### src/rtl/spindle_pkg.sv
`default_nettype none
// ============================================================================
// Module   : spindle_pkg
// Brief    : Shared fiber encodings, FSM states and width helper.
// Revision : 1.0
// ============================================================================
package spindle_pkg;

    localparam int         FIBER_W     = 2;
    localparam logic [1:0] FIBER_BAG1  = 2'd0;
    localparam logic [1:0] FIBER_BAG2  = 2'd1;
    localparam logic [1:0] FIBER_CHAIN = 2'd2;

    localparam int         ST_W     = 2;
    localparam logic [1:0] ST_IDLE  = 2'd0;
    localparam logic [1:0] ST_ISSUE = 2'd1;
    localparam logic [1:0] ST_DRAIN = 2'd2;
    localparam logic [1:0] ST_DONE  = 2'd3;

    function automatic int idx_w(input int n);
        return (n > 1) ? $clog2(n) : 1;
    endfunction

endpackage
`default_nettype wire

### src/rtl/spindle_wb_delay.sv
`default_nettype none
// ============================================================================
// Module   : spindle_wb_delay
// Brief    : Write-back tuple delay line; MSB of the tuple is the valid bit.
// Revision : 1.0
// ============================================================================
module spindle_wb_delay #(
    parameter int DEPTH = 3,
    parameter int W     = 5
) (
    input  logic         clk,
    input  logic         reset_n,
    input  logic [W-1:0] din_i,
    output logic [W-1:0] dout_o,
    output logic         empty_o
);

    if (DEPTH == 0) begin : g_wire
        assign dout_o  = din_i;
        assign empty_o = 1'b1;
    end else begin : g_shift
        logic [W-1:0] stage_q [DEPTH];
        logic         pending;

        always_ff @(posedge clk or negedge reset_n) begin
            if (!reset_n) begin
                for (int i = 0; i < DEPTH; i++) stage_q[i] <= '0;
            end else begin
                stage_q[0] <= din_i;
                for (int i = 1; i < DEPTH; i++) stage_q[i] <= stage_q[i-1];
            end
        end

        // The last stage is being written back this cycle, so only earlier
        // stages count as still in flight.
        always_comb begin
            pending = 1'b0;
            for (int i = 0; i < DEPTH - 1; i++) pending = pending | stage_q[i][W-1];
        end

        assign dout_o  = stage_q[DEPTH-1];
        assign empty_o = ~pending;
    end

endmodule
`default_nettype wire

### src/rtl/spindle_step_sequencer.sv
`default_nettype none
// ============================================================================
// Module   : spindle_step_sequencer
// Brief    : Issues all (spindle, fiber) jobs of one step to the shared datapath.
// Revision : 1.0
// ============================================================================
module spindle_step_sequencer
    import spindle_pkg::*;
#(
    parameter  int NUM_SPINDLES = 4,
    parameter  int PIPE_LAT     = 3,
    localparam int IDX_W        = idx_w(NUM_SPINDLES)
) (
    input  logic             clk,
    input  logic             reset_n,
    input  logic             step,
    input  logic             enable,
    input  logic             overrun_clr,
    output logic             busy,
    output logic             issue,
    output logic [IDX_W-1:0] spindle_sel,
    output logic [1:0]       fiber_sel,
    output logic             wb_en,
    output logic [IDX_W-1:0] wb_spindle,
    output logic [1:0]       wb_fiber,
    output logic             mix_en,
    output logic             step_done,
    output logic             overrun,
    output logic [31:0]      step_count
);

    localparam int               WB_W       = 1 + IDX_W + FIBER_W;
    localparam logic [IDX_W-1:0] LAST_SPDL  = IDX_W'(NUM_SPINDLES - 1);

    logic [ST_W-1:0]  state_q, state_d;
    logic             issue_q, issue_d;
    logic [IDX_W-1:0] spindle_q, spindle_d;
    logic [1:0]       fiber_q, fiber_d;
    logic             busy_q, done_q, overrun_q;
    logic [31:0]      count_q;
    logic [WB_W-1:0]  wb_in, wb_out;
    logic             wb_empty;

    always_comb begin
        state_d   = state_q;
        issue_d   = issue_q;
        spindle_d = spindle_q;
        fiber_d   = fiber_q;
        case (state_q)
            ST_IDLE: begin
                if (step && enable) begin
                    state_d   = ST_ISSUE;
                    issue_d   = 1'b1;
                    spindle_d = '0;
                    fiber_d   = FIBER_BAG1;
                end
            end
            ST_ISSUE: begin
                // Selects keep the last job so the datapath operands stay stable.
                if (spindle_q == LAST_SPDL && fiber_q == FIBER_CHAIN) begin
                    issue_d = 1'b0;
                    state_d = (PIPE_LAT > 0) ? ST_DRAIN : ST_DONE;
                end else if (fiber_q == FIBER_CHAIN) begin
                    fiber_d   = FIBER_BAG1;
                    spindle_d = spindle_q + 1'b1;
                end else begin
                    fiber_d = fiber_q + 2'd1;
                end
            end
            ST_DRAIN: begin
                if (wb_empty) state_d = ST_DONE;
            end
            ST_DONE:  state_d = ST_IDLE;
            default:  state_d = ST_IDLE;
        endcase
    end

    always_ff @(posedge clk or negedge reset_n) begin
        if (!reset_n) begin
            state_q   <= ST_IDLE;
            issue_q   <= 1'b0;
            spindle_q <= '0;
            fiber_q   <= FIBER_BAG1;
            busy_q    <= 1'b0;
            done_q    <= 1'b0;
            overrun_q <= 1'b0;
            count_q   <= '0;
        end else begin
            state_q   <= state_d;
            issue_q   <= issue_d;
            spindle_q <= spindle_d;
            fiber_q   <= fiber_d;
            busy_q    <= (state_d != ST_IDLE);
            done_q    <= (state_d == ST_DONE);
            if (state_q == ST_DONE) count_q <= count_q + 32'd1;
            if (step && state_q != ST_IDLE) overrun_q <= 1'b1;
            else if (overrun_clr)           overrun_q <= 1'b0;
        end
    end

    // Invalid slots carry zeros so wb_spindle/wb_fiber read 0 when idle.
    assign wb_in = issue_q ? {1'b1, spindle_q, fiber_q} : '0;

    spindle_wb_delay #(
        .DEPTH (PIPE_LAT),
        .W     (WB_W)
    ) u_wb_delay (
        .clk     (clk),
        .reset_n (reset_n),
        .din_i   (wb_in),
        .dout_o  (wb_out),
        .empty_o (wb_empty)
    );

    assign {wb_en, wb_spindle, wb_fiber} = wb_out;
    assign mix_en      = wb_en && (wb_fiber == FIBER_CHAIN);
    assign busy        = busy_q;
    assign issue       = issue_q;
    assign spindle_sel = spindle_q;
    assign fiber_sel   = fiber_q;
    assign step_done   = done_q;
    assign overrun     = overrun_q;
    assign step_count  = count_q;

endmodule
`default_nettype wire

### config.mk
export PLATFORM = sky130hd
export DESIGN_NAME = spindle_step_sequencer
export DESIGN_NICKNAME = d
export VERILOG_FILES = /design/src/rtl/spindle_pkg.sv /design/src/rtl/spindle_wb_delay.sv /design/src/rtl/spindle_step_sequencer.sv
export SDC_FILE = /design/constraint.sdc
export NUM_CORES = 1
export LEC_CHECK = 0
export CAP_MARGIN = 30
export CORE_UTILIZATION = 50
export DETAILED_ROUTE_END_ITERATION = 12
export GPL_TIMING_DRIVEN = 0
export PLACE_DENSITY = 0.79
export SLEW_MARGIN = 20
export SYNTH_ARGS = -nofsm -noshare
export SYNTH_HDL_FRONTEND = slang
export SYNTH_SLANG_ARGS = --single-unit
### constraint.sdc
create_clock -name clk -period 1.95 [get_ports clk]
set_input_delay 0.2925 -clock clk [delete_from_list [all_inputs] [get_ports clk]]
set_output_delay 0.2925 -clock clk [all_outputs]
set_load 0.01 [all_outputs]
# Word level (Yosys, flattened, before mapping)
# Cells that the tools add are included.
[op_classes]
add_sub_neg = 3
mul = 0
div = 0
order_cmp = 0
eq_ne = 11
shift = 0
mux = 17
bitwise = 1
n_reduce_logical = 12
[op_table]
columns = ["cell", "n"]
rows = [
  ["$add A32 B1 Y32 const B", 1],
  ["$mux W2", 8],
  ["$eq A2 B2 Y1 const B", 6],
  ["$ne A2 B2 Y1 const B", 4],
  ["$pmux W2 S2", 2],
  ["$pmux W2 S4", 1],
  ["$reduce_bool A2 Y1", 4],
  ["$reduce_and A3 Y1", 2],
  ["$mux W5", 1],
  ["$add A2 B1 Y2 const B", 2],
  ["$logic_and A1 B1 Y1", 4],
  ["$mux W1", 4],
  ["$reduce_and A4 Y1", 1],
  ["$eq A2 B1 Y1 const B", 1],
  ["$logic_not A2 Y1", 1],
  ["$pmux W1 S2", 1],
  ["$or A1 B1 Y1", 1],
]
[totals]
ff_bits = 57
latchBits = 0
mem_bits_rw = 0
romBits = 0
input_bits = 5
output_inout_bits = 46
elab_cells = 55
mem_count = 0

# Depth between registers and ports, before layout
# Gate-level depths: netlist of the first run.
[depth]
word_depth = 5
depth_mapped = 5
ltp_nobuf = 5

# Cells and area by module
# From an unflattened synthesis of the first run, not the netlist that was laid out.
[hier_totals]
hier_cells = 196
hier_area_um2 = 2356.0
[modules_own_cells]
columns = ["mod", "instances", "cells_per_inst", "area_per_inst_um2", "seq_area_each_um2"]
rows = [
  ["spindle_step_sequencer", 1, 175, 1939.4, 1051.0],
  ["spindle_wb_delay", 1, 21, 416.6, 375.4],
]

# Worst setup path after synthesis of the first run
# Ideal clock, no wire load.
[synth_path]
path_type = "reg-to-reg"
from = "register count_q[11], in the netlist step_count[11]"
to = "register count_q[17], in the netlist step_count[17]"
setup_ns = 0.127
arrival_ns = 1.323
required_ns = 1.823
setup_slack_ns = 0.500
stages_incl_launch_ff = 5
n_path_buf = 0
period_less_slack_ns = 1.450
cell_sequence = "dfrtp_1 > nand3_4 > nor4_4 > nand4_1 > xnor2_1"
[synth_between]
elab_chain_cells = 1
[synth_rtl]
columns = ["element", "line", "source"]
rows = [
  ["start: declaration", "spindle_step_sequencer.sv:40", "logic [31:0] count_q;"],
  ["start signal: assignment", "spindle_step_sequencer.sv:95", "if (state_q == ST_DONE) count_q <= count_q + 32'd1;"],
  ["$add A32 B1 Y32", "spindle_step_sequencer.sv:95", ""],
]
# Every way passes these cells.
# A chain may end at the register's enable or synchronous reset.

# Final worst setup path of the first run
[layout_path]
from = "register fiber_q[0], in the netlist fiber_sel[0]"
to = "output fiber_sel[0]"
[layout_rtl]
columns = ["element", "line", "source"]
rows = [
  ["start: declaration", "spindle_step_sequencer.sv:38", "logic [1:0] fiber_q, fiber_d;"],
  ["start signal: assignment", "spindle_step_sequencer.sv:92", "fiber_q <= fiber_d;"],
  ["end: declaration", "spindle_step_sequencer.sv:22", "output logic [1:0] fiber_sel,"],
]
# No word-level cell between the ends.

==> metrics, run 1 <==
design area=3140 um2; Mapped Area=about 2400 um2; fmax=593 MHz; GRT Total Usage=18.5%; crit path buf inv count=1; Initial Utilization=53.8%; Final ANT Viol Nets=0; vias in the first global route=1,528; min Tclk post-route=between 1500 and 2000 ps; Final Hold Vio Count=0; Synthesis Warnings=0; core region area=4500 um2; CP Cell Sequence=clkdlybuf4s50_1; Setup CP Type=reg -> out; clk_skew=11.2 ps; Gates resized, CTS repair=0; Pins Over Slew Limit=0; WL/cell=13.8 um; GRT met3 Usage=6.05%; initial antenna violation count=0; asr flop ratio synth=100%; global route hottest layer=met2; clk buf depth=2; routing usage on met1=26.2%; Power Density=983 nW/um2; Clock Tree Root=clkbuf_8; VDD IR max=0.000749 V; Tcrit/Tclk final=86.5%; Post-synth EDFFs=0; Setup violations, final=0; critical path endpoint category=output pin; Crit-path slowest cell=clkdlybuf4s50_1; final core occ=69.6%; ANT cells=0; Main synth FF type=dfrtp_1; post-synthesis sequential area ratio=58.9%; CP startpoint kind=flop; top cell type's share of synthesized area=58.9%; Final GP Congestion=0.781; crit-path max cell delay=590 ps; most frequent cells in the layout=dfrtp_1 (57), clkdlybuf4s50_1 (49), xnor2_1 (26), nand3_1 (20), nand2_1 (19); leakage=1.39 nW; via count=1,645; Hold Crit Class=in -> async; Layout Nets=263; Syn-to-layout area delta=29.4%; Yosys top cell by area=dfrtp_1; unrepaired setup endpoints after global routing=no; # clock sinks=57; # DRC=0; Hold-fix buffers, CTS=0; worst-skew pair later-pin latency=320 ps; Via density=5.31; number of rows in the core area=24; Mapped Avg Cell Area=between 10 and 15 um2; CTS tree=yes; chip height=approximately 72 um; net count after synthesis=202; synth unique cells=31; first-pass GRT wire length=a little over 7000 um; H-tree depth=3; num ports=51; IO Port Bufs=50; Area contributors post-synth=dfrtp_1 (59%), xnor2_1 (9.4%), nand3_1 (4.1%); CP Data Required Time=around 1700 ps; number of DRC markers in iteration 0=103; clk slew on worst S/H paths=60 ps; largest net degree at the start of global routing=58; commonest non-fill, non-tap cell in the layout=dfrtp_1; Setup Buffers After CTS=0; Pre-Repair DR Iteration Count=4; run status=complete, no violations; met2 Usage GRT=26.4%; Yosys reg bits=57; normalized max-slew margin=53.9%; sum of net half-perimeters after detailed placement=3010 um; Cells after Synth=195; Arr. time, crit path=around 1400 ps; worst-margin pin slew=692 ps; Die Area=5130 um2; Post-DP Area=about 3000 um2; final wirelength=between 4000 and 5000 um; Chip Width=71.6 um; Min Hold Slack=4.82 ps; layout cells sized above 1=12.4%; CTS buffer count=9; gr ovfl total=0; Max-Cap Viols=0; FILL cells=between 300 and 400; CP max FO=8; critical path's top delay family=buffers and inverters
## Yosys cell counts (3+ instances only)
cell type,instances
xor2_1,5
and3_1,5
nand2_1,19
xnor2_1,26
o21ai_0,5
dfrtp_1,57
buf_4,5
and2_1,6
nand4_1,7
nor4_4,3
nand3_1,20
nor2_1,8
inv_1,4
## path summary, 6_finish.rpt
kind | start | endpoint | slack [ps] | cells after the start
min in group clk | u_wb_delay.g_shift.stage_q[8] | u_wb_delay.dout_o[3] | 350 | 0
max | fiber_sel[0] | fiber_sel[0] | 260 | 1
min | reset_n | spindle_sel[0] | 5 | 1
max reg2reg | step_count[4] | step_count[20] | 340 | 4
min reg2reg | u_wb_delay.g_shift.stage_q[8] | u_wb_delay.dout_o[3] | 350 | 0
max in group asynchronous | reset_n | step_count[23] | 1470 | 1
## where the power goes
part           leakage [nW]  total [mW]  internal [mW]  switching, mW
clock network        0.0782       0.877          0.472          0.405
registers             0.747        1.55           1.40          0.144
logic                 0.560       0.660          0.381          0.279
## metrics by stage
step                power [mW]  std cells  setup WS [ps]  TNS [ps]
floorplan                 1.87        195            500         0
global placement          2.20        297          -1090    -62090
detailed placement        2.24        297            341         0
CTS                       3.12        310            253         0
global route              3.26        310            199         0
finish                    3.08        310            263         0
## registers in the layout (all words and copies together) (netlist names)
name and flops:
u_wb_delay.dout_o 5, overrun 1, busy 1, state_q 2, step_done 1, spindle_sel 2
step_count 32, fiber_sel 2, u_wb_delay.g_shift.stage_q 10, issue 1
## area by class of cell
cell class                 instances  area [um2]  share of cell area, %
sequential                        57        1430                   45.5
inverter                           4        15.0                  0.479
buffer                             6        42.5                   1.36
multi-input combinational        128         940                   30.0
tap                               52        65.1                   2.07
clock buffer                      12         145                   4.63
timing repair buffer              50         498                   15.9
clock inverter                     1        5.00                  0.160
## cell families (layout without fill, tap and decap cells)
family                   after synthesis  count (layout)  synth area share [%]
buffers and inverters                 10              73                  2.37
AND/OR/NAND/NOR                       86              86                  23.9
XOR/XNOR                              31              31                  11.2
flip-flops                            57              57                  58.9
AO/OA/AOI/OAI                          7               7                  1.76
multiplexers                           2               2                 0.878
adder cells (fa/ha/maj)                2               2                  1.03
## per-layer routing
metal	wire length, um	up-vias
li1	-	788
met1	1970	803
met2	2030	48
met3	205	6
met4	54	0
met5	0	-
Power figures use the tool's default switching activity.
==> run 2, diff against run 1 <==
--- a/config.mk
+++ b/config.mk
@@ -6,10 +6,9 @@
 export NUM_CORES = 1
 export LEC_CHECK = 0
 export CAP_MARGIN = 30
-export CORE_UTILIZATION = 50
+export CORE_UTILIZATION = 34
 export DETAILED_ROUTE_END_ITERATION = 12
 export GPL_TIMING_DRIVEN = 0
-export PLACE_DENSITY = 0.79
 export SLEW_MARGIN = 20
 export SYNTH_ARGS = -nofsm -noshare
 export SYNTH_HDL_FRONTEND = slang
==> metrics, run 2 (same netlist as run 1, synthesis figures left out) <==
chip height=86.4 um (+21%); P_int=2.40 mW (+6.3%); Gates resized, CTS repair=0 (unchanged); Initial Utilization=35.5% (-18 points); Min Hold Slack=7.08 ps (+2.26 ps); RR Startpoint=state_q[0]; run status=complete, no violations; GRT Total Usage=13.5% (-5.0 points); reg2reg end=step_count[27]; reg2reg setup slack=330 ps (about the same); VDD IR max=0.000437 V (-42%); Final Hold Vio Count=0 (unchanged); clk slew on worst S/H paths=60 ps (about the same); Chip Width=86.4 um (+21%); Power Density=1010 nW/um2 (+2.9%); Sw Ratio=26.8% (-0.046 points); Final GP Congestion=0.706 (-9.6%); normalized max-slew margin=52.4% (-1.5 points); Tcrit/Tclk final=87.0% (+0.50 points); num ports=51 (unchanged); Pre-Repair DR Iteration Count=4 (unchanged); crit path buf inv count=1 (unchanged); max reg flops=32 (unchanged); # DRC=0 (unchanged); Hold-fix buffers, CTS=0 (unchanged); CP max FO=6 (-2); CTS tree=yes; Setup Buffers After CTS=0 (unchanged); Hold Crit Class=in -> async; unrepaired setup endpoints after global routing=no; Sw Pwr=877 uW (+6.0%); CTS buffer count=9 (unchanged); fmax=589 MHz (-0.58%); final core occ=47.4% (-22 points); worst-skew pair later-pin latency=340 ps (+20 ps); CP Cell Sequence=clkdlybuf4s50_1; Sequential Power Share=47.0% (-3.1 points); clk buf depth=2 (unchanged); clk_skew=7.63 ps (-3.57 ps); via count=1,589 (-3.4%); crit-path max cell delay=610 ps (+20 ps); layout cells sized above 1=14.2% (+1.8 points); Die Area=7470 um2 (+46%); leakage=1.41 nW (+1.7%); initial antenna violation count=0 (unchanged); core region area=6830 um2 (+52%); final wirelength=4450 um (+4.4%); Via density=4.45 (-16%); Max-Cap Viols=0 (unchanged); Layout Nets=263 (unchanged); number of DRC markers in iteration 0=86 (-17%); most frequent cells in the layout=dfrtp_1 (57), clkdlybuf4s50_1 (49), xnor2_1 (26), nand3_1 (20), nand2_1 (19); Crit-path slowest cell=clkdlybuf4s50_1; gr ovfl total=0 (unchanged); Clock Tree Root=clkbuf_8; Clock power frac=33.0% (+4.5 points); CP Data Required Time=1660 ps (about the same); sum of net half-perimeters after detailed placement=3070 um (+1.9%); vias in the first global route=1,506 (-1.4%); Final ANT Viol Nets=0 (unchanged); Setup violations, final=0 (unchanged); largest net degree at the start of global routing=58 (unchanged); worst-margin pin slew=715 ps (+22.5 ps); critical path's top delay family=buffers and inverters; H-tree depth=3 (unchanged); Pins Over Slew Limit=0 (unchanged); Arr. time, crit path=1400 ps (about the same); Comb pwr share=20.1% (-1.3 points); total power=3.27 mW (+6.2%); WL/cell=12.5 um (-9.4%); # clock sinks=57 (unchanged); Worst Reg-to-Reg Cells=5 (+1); first-pass GRT wire length=7440 um (+4.5%); CP startpoint kind=flop; ANT cells=0 (unchanged); commonest non-fill, non-tap cell in the layout=dfrtp_1; Setup CP Type=reg -> out; IO Port Bufs=50 (unchanged); number of rows in the core area=30 (+25%); min Tclk post-route=1700 ps (+9.82 ps); critical path endpoint category=output pin; Syn-to-layout area delta=33.6%
## run 2: cell types whose count changed in the layout (fill, tap and decap cells not counted), sizes merged
cell / delta
bufinv: +1
clkbuf: -2
clkinv: +3
clkinvlp: +1
## run 2: power groups by stage
| stage | logic [mW] | clock network, mW | registers (mW) |
|---|---|---|---|
| 6_report | 0.657 | 1.08 | 1.54 |
| 5_1_grt | 0.725 | 1.17 | 1.57 |
| 4_1_cts | 0.668 | 1.12 | 1.54 |
| 3_5_place_dp | 0.664 | 0 | 1.56 |
| 3_3_place_gp | 0.653 | 0 | 1.55 |
| 2_1_floorplan | 0.307 | 0 | 1.57 |
## run 2: area by class of cell
cell class | instances | area [um2]
Buffer | 6 | 42.5
Multi-Input combinational cell | 128 | 940
Tap cell | 96 | 120
Timing Repair Buffer | 50 | 498
Fill cell | 658 | 3590
Inverter | 4 | 15.0
Clock buffer | 10 | 138
Clock inverter | 6 | 57.6
Sequential cell | 57 | 1430
## run 2: routing by layer
layer | wire length, um | part of all wire [%] | GRT usage (%)
met2 | 1840 | 41 | 17.6
met1 | 2310 | 52 | 19.3
met4 | 131 | 2.9 | 9.55
met5 | 0 | 0 | 0
met3 | 165 | 3.7 | 3.33
## run 2: worst max path at each step
stage | from | to | cells past startpoint
after floorplan | step_count[11] | step_count[17] | 4
after global placement | reset_n | step_count[28] | 1
after detailed placement | state_q[0] | step_count[27] | 5
after CTS | fiber_sel[0] | fiber_sel[0] | 1
after global routing | state_q[0] | step_count[27] | 5
final | step_count[22] | step_count[22] | 1
## run 2: through the flow
stage / instances / setup TNS (ps) / setup WS, ps / cell area (um2)
6_report: 357 / 0 / 253 / 3240
5_1_grt: 357 / 0 / 157 / 3240
4_1_cts: 357 / 0 / 237 / 3240
3_5_place_dp: 341 / 0 / 331 / 3040
3_3_place_gp: 341 / -70150 / -1230 / 3040
2_1_floorplan: 195 / 0 / 500 / 2420
